--- src/rtl/demux1_2_stream.sv ---
// demux1_2_stream
// Registered 1-to-2 stream demultiplexer. Each input word is steered by
// s_sel_i into one of two independent FIFOs (A = 0, B = 1), so a stalled
// consumer only blocks words headed for its own side. Outputs come straight
// from FIFO state, so there is no combinational path from input to output.
module demux1_2_stream #(
    parameter int Width = 8,
    parameter int Depth = 2
) (
    input  logic                         clk_i,
    input  logic                         rst_i,
    input  logic                         s_valid_i,
    output logic                         s_ready_o,
    input  logic                         s_sel_i,
    input  logic [Width-1:0]             s_data_i,
    output logic                         a_valid_o,
    input  logic                         a_ready_i,
    output logic [Width-1:0]             a_data_o,
    output logic [$clog2(Depth+1)-1:0]   a_count_o,
    output logic                         b_valid_o,
    input  logic                         b_ready_i,
    output logic [Width-1:0]             b_data_o,
    output logic [$clog2(Depth+1)-1:0]   b_count_o
);

    localparam int CW = $clog2(Depth + 1);
    localparam int PW = $clog2(Depth);
    localparam logic [CW-1:0] FULL_CNT = CW'(Depth);

    // Per-side views; index 0 is output A, index 1 is output B.
    logic [1:0]       x_ready;
    logic [1:0]       x_full;
    logic [1:0]       x_valid;
    logic [1:0]       x_push;
    logic [1:0]       x_pop;
    logic [Width-1:0] x_data  [2];
    logic [CW-1:0]    x_count [2];

    assign x_ready = {b_ready_i, a_ready_i};

    // Ready depends only on the selected side's registered full flag: a full
    // FIFO refuses input even if its consumer pops this same cycle.
    assign s_ready_o = s_sel_i ? !x_full[1] : !x_full[0];

    assign x_push[0] = s_valid_i && s_ready_o && !s_sel_i;
    assign x_push[1] = s_valid_i && s_ready_o &&  s_sel_i;

    for (genvar g = 0; g < 2; g++) begin : g_fifo
        logic [Width-1:0] mem_q [Depth];
        logic [PW-1:0]    wr_ptr_q;
        logic [PW-1:0]    rd_ptr_q;
        logic [CW-1:0]    cnt_q;

        assign x_valid[g] = (cnt_q != '0);
        assign x_full[g]  = (cnt_q == FULL_CNT);
        assign x_pop[g]   = x_valid[g] && x_ready[g];
        assign x_data[g]  = mem_q[rd_ptr_q];
        assign x_count[g] = cnt_q;

        // Storage and write pointer: accepted words land at the write pointer.
        always_ff @(posedge clk_i or posedge rst_i) begin
            if (rst_i) begin
                mem_q    <= '{default: '0};
                wr_ptr_q <= '0;
            end else if (x_push[g]) begin
                mem_q[wr_ptr_q] <= s_data_i;
                wr_ptr_q        <= wr_ptr_q + PW'(1);
            end
        end

        // Read pointer and occupancy: push and pop together leave count alone.
        always_ff @(posedge clk_i or posedge rst_i) begin
            if (rst_i) begin
                rd_ptr_q <= '0;
                cnt_q    <= '0;
            end else begin
                if (x_pop[g]) begin
                    rd_ptr_q <= rd_ptr_q + PW'(1);
                end
                case ({x_push[g], x_pop[g]})
                    2'b10:   cnt_q <= cnt_q + CW'(1);
                    2'b01:   cnt_q <= cnt_q - CW'(1);
                    default: cnt_q <= cnt_q;
                endcase
            end
        end
    end

    assign a_valid_o = x_valid[0];
    assign a_data_o  = x_data[0];
    assign a_count_o = x_count[0];
    assign b_valid_o = x_valid[1];
    assign b_data_o  = x_data[1];
    assign b_count_o = x_count[1];

endmodule

--- config.mk ---
export PLATFORM = sky130hd
export DESIGN_NAME = demux1_2_stream
export DESIGN_NICKNAME = d
export VERILOG_FILES = /design/src/rtl/demux1_2_stream.sv
export SDC_FILE = /design/constraint.sdc
export NUM_CORES = 1
export LEC_CHECK = 0
export CAP_MARGIN = 20
export CORE_MARGIN = 1
export CORE_UTILIZATION = 35
export DETAILED_ROUTE_END_ITERATION = 16
export GPL_TIMING_DRIVEN = 0
export PLACE_DENSITY = 0.63
export SLEW_MARGIN = 40
export SYNTH_ARGS = -nofsm -noshare
export SYNTH_HDL_FRONTEND = slang
export SYNTH_SLANG_ARGS = --single-unit
--- constraint.sdc ---
create_clock -name clk_i -period 3.6 [get_ports clk_i]
set_input_delay 1.08 -clock clk_i [delete_from_list [all_inputs] [get_ports clk_i]]
set_output_delay 1.08 -clock clk_i [all_outputs]
set_load 0.02 [all_outputs]
; After elaboration in Yosys (flattened, before gate mapping)
; Cells that the tools add are included.
[classes]
addsub = 8
mul = 0
n_div = 0
order_cmp = 6
n_eq_ne = 6
n_shift = 0
n_mux = 15
bitwise = 4
n_reduce_logical = 14
[ops]
columns = op, count
row1 = two-way mux 8 bit, 8
row2 = bitwise mux 16 bit, 2
row3 = demux 8 bit (select 1 bit), 2
row4 = equality test 2 bit (second input constant), 4
row5 = greater-or-equal comparator 2 bit (second input constant), 4
row6 = inverter 1 -> 2 bit, 4
row7 = one-hot mux 2 bit (2 select lines), 2
row8 = nonzero test 2 bit, 4
row9 = logical AND 1 bit, 7
row10 = adder 1 bit (second input constant), 4
row11 = adder 2 x 1 -> 2 bit (second input constant), 2
row12 = equality test 2 x 1 -> 1 bit (second input constant), 2
row13 = < comparator 2 x 1 -> 1 bit (second input constant), 2
row14 = subtractor 2 x 1 -> 2 bit (second input constant), 2
row15 = zero test 1 bit, 3
row16 = two-way mux 1 bit, 1
[word_totals]
reg_bits = 40
latchBits = 0
mem_bits_rw = 0
rom_bits = 0
input_bits = 14
out_inout_bits = 23
wordCells = 63
n_memories = 0

; Longest topological paths before layout
[depth]
ltp_word = 7
ltp_mapped = 6

; Worst setup path after synthesis
; No wires, ideal clock.
[synth_timing]
path_kind = in2out
from = input port s_sel_i
to = output port s_ready_o
arrival_time_ns = 1.614
path_slack_ns = 0.906
stages = 3
n_path_buf = 1
cell_sequence = buf_2 nor2_1 a21oi_1
[synth_between]
elab_chain_len = 1
[synth_lines]
columns = item, line_no
row1 = start: declaration, 14  ; input logic s_sel_i,
row2 = two-way mux 1 bit, 43  ; assign s_ready_o = s_sel_i ? !x_full[1] : !x_full[0];
row3 = end: declaration, 13  ; output logic s_ready_o,
; Every way passes these cells.

; Final worst setup path
; Same ends and word-level chain as after synthesis.

==> results.sh <==
export IMPL_synth_avg_cell_area_um2=14.8
export IMPL_arrival_ns=2.05
export IMPL_htreeDepth=2
export IMPL_syn2layout_area_growth_pct=30.9
export IMPL_place_gp_congestion=0.656
export IMPL_dieArea_um2=5490
export IMPL_io_pins=37
export IMPL_ant_nets=0
export IMPL_worst_pin_slew_ns=0.626
export IMPL_grt_usage_pct=15.0
export IMPL_cts_resized=0
export IMPL_clock_path_buffers=2
export IMPL_synthDistinctLibCells=24
export IMPL_fin_setup_tns_ns=0
export IMPL_hp_class="register to register"
export IMPL_reg2reg_slack_ns=1.96
export IMPL_drive_gt1_share_pct=38.3
export IMPL_final_max_slew_viol_count=0
export IMPL_area_sequential_um2=1000
export IMPL_skew_ns=0.00601
export IMPL_core_um2=4850
export IMPL_firstDrtPassIters=2
export IMPL_postSynthNetCount=139
export IMPL_grt_pass1_vias=1261
export IMPL_cts_sinks=40
export IMPL_initial_utilization_pct=37.5
export IMPL_placedInstanceArea_um2=2270
export IMPL_synth_seq_cells=40
export IMPL_num_rows=25
export IMPL_max_freq_mhz=319
export IMPL_viasPerCell=4.76
export IMPL_drt_initial_drc_count=6
export IMPL_multiInputGateArea_um2=793
export IMPL_via_count=1114
export IMPL_vdd_drop_max_mv=0.413
export IMPL_fillers=452
export IMPL_crit_path_end_kind="output port"
export IMPL_cts_tree="yes"
export IMPL_cp_required_ns=2.52
export IMPL_io_buffer_count=35
export IMPL_overflow=0
export IMPL_fp_dieH_um=74.1
export IMPL_clk_latency_ns=0.29
export IMPL_maxCapViolCount=0
export IMPL_worstSetupStartpointType="input port"
export IMPL_grt_first_pass_wirelength_mm=6.00
export IMPL_grt_max_degree=29
export IMPL_synth_cell_area_um2=1820
export IMPL_p_per_area_nw_per_um2=1010
export IMPL_layout_commonest_cell="mux2_2"
export IMPL_cts_root_buffer_cell="clkbuf_8"
export IMPL_cts_buffers=5
export IMPL_slew_headroom_pct=58.3
export IMPL_cp_max_fo=8
export IMPL_cts_reportedPaths_clkPinSlew_ns=0.07
export IMPL_critical_path_class="input port to output port"
export IMPL_cts_setup_buffers=0
export IMPL_final_nets=182
export IMPL_p_leak_nw=0.988
export IMPL_wl_mm=3.48
export IMPL_hpwl_mm=2.46
export IMPL_hold_violations=0
export IMPL_seq_area_frac_synth_pct=55.1
export IMPL_stdcell_area_um2=2380
export IMPL_ctsHoldBuffers=0
export IMPL_rsz0062_at_grt="no"
export IMPL_diodes=0
export IMPL_final_setup_viol_count=0
export IMPL_ys_warn_count=0
export IMPL_layout_common_cells="mux2_2 (47), dfrtp_1 (40), clkdlybuf4s50_1 (35)"
export IMPL_die_x_um=74.1
export IMPL_status="finished, final reports clean"
export IMPL_netlist_instances=123
export IMPL_fin_crit_sh_pct=87.0
export IMPL_wl_per_cell_um=14.9
export IMPL_drc_errors=0
export IMPL_antenna_found_initial=0
export IMPL_period_needed_ns=3.13
registers in the layout, summed over array words and instances, names as in the netlist:
register,cells
g_fifo.rd_ptr_q,2
a_count_o,2
g_fifo.mem_q,32
g_fifo.wr_ptr_q,2
b_count_o,2
layer usage:
layer | up-vias | routed length [µm] | global-route usage (%)
li1 | 518 | - | -
met3 | 5 | 138 | 4.88
met4 | 0 | 38 | 3.85
met5 | - | 0 | 0
met1 | 569 | 1550 | 18.1
met2 | 22 | 1760 | 25.9
cell type report:
class	count	share of cell area, %
inverters	1	0.158
multi-input cells	78	33.3
flip-flops and latches	40	42.1
clock buffers	6	3.05
plain buffers	4	0.841
clock inverters	2	1.47
repair buffers	36	15.6
well taps	67	3.52
final timing paths:
path,startpoint,end,cells after the start
max,s_sel_i,s_ready_o,4
min,g_fifo[1].mem_q[15]$_DFFE_PP0P_,g_fifo[1].mem_q[15]$_DFFE_PP0P_,1
max reg2reg,b_count_o[0]$_DFFE_PP0P_,b_count_o[1]$_DFFE_PP0P_,5
min reg2reg,g_fifo[1].mem_q[15]$_DFFE_PP0P_,g_fifo[1].mem_q[15]$_DFFE_PP0P_,1
max in group asynchronous,rst_i,g_fifo[0].mem_q[11]$_DFFE_PP0P_,3
min in group asynchronous,rst_i,g_fifo[0].rd_ptr_q$_DFFE_PP0P_,2
Yosys cell counts (all sizes together):
cell type	number	area, µm²
a21oi	1	5.00
and2	2	12.5
and4bb	1	12.5
buf	2	12.5
clkbuf	2	7.51
dfrtp	40	1000
ha	2	25.0
inv	1	3.75
mux2	48	541
nand2	1	3.75
nand2b	2	20.0
nand3	1	5.00
nand3b	1	7.51
nand4	1	12.5
nand4b	1	15.0
nor2	3	11.3
nor2b	1	6.26
nor3	1	16.3
or2	2	12.5
xnor2	6	52.6
xor2	4	35.0
worst max-delay path, cell delays in order:
cell and delay, ns:
buf_2 0.16, nor2_1 0.06, a21oi_1 0.13, clkdlybuf4s50_1 0.62
logic make-up (layout without fill, tap and decap cells):
| logic type | count (synthesis) | after routing | share of synthesized area (%) |
|---|---|---|---|
| xor+xnor | 10 | 10 | 4.82 |
| compound gates | 1 | 1 | 0.275 |
| buf+inv | 5 | 49 | 1.31 |
| fa+ha+maj | 2 | 2 | 1.38 |
| mux | 48 | 48 | 29.7 |
| flops | 40 | 40 | 55.1 |
| simple gates | 17 | 17 | 7.43 |
power breakdown:
part           total, mW  switching [mW]  internal (mW)  leakage, nW
clock network      0.354           0.148          0.206       0.0552
registers          0.816           0.135          0.682        0.474
logic               1.24           0.545          0.691        0.459
total               2.41           0.828           1.58        0.988
stage by stage:
step | total power, mW | setup slack [ns] | hold slack, ns | instances | util, %
final | 2.41 | 0.469 | 0.500 | 234 | 49.1
after detailed placement | 2.08 | 0.484 | 0.484 | 226 | 46.9
after CTS | 2.44 | 0.445 | 0.502 | 234 | 49.1
after global placement | 2.04 | 0.483 | 0.465 | 225 | 46.5
after floorplan | 1.59 | 0.906 | 0.454 | 123 | -
after global routing | 2.57 | 0.348 | 0.516 | 234 | 49.1
No activity file was read; power rests on OpenSTA's default activity.
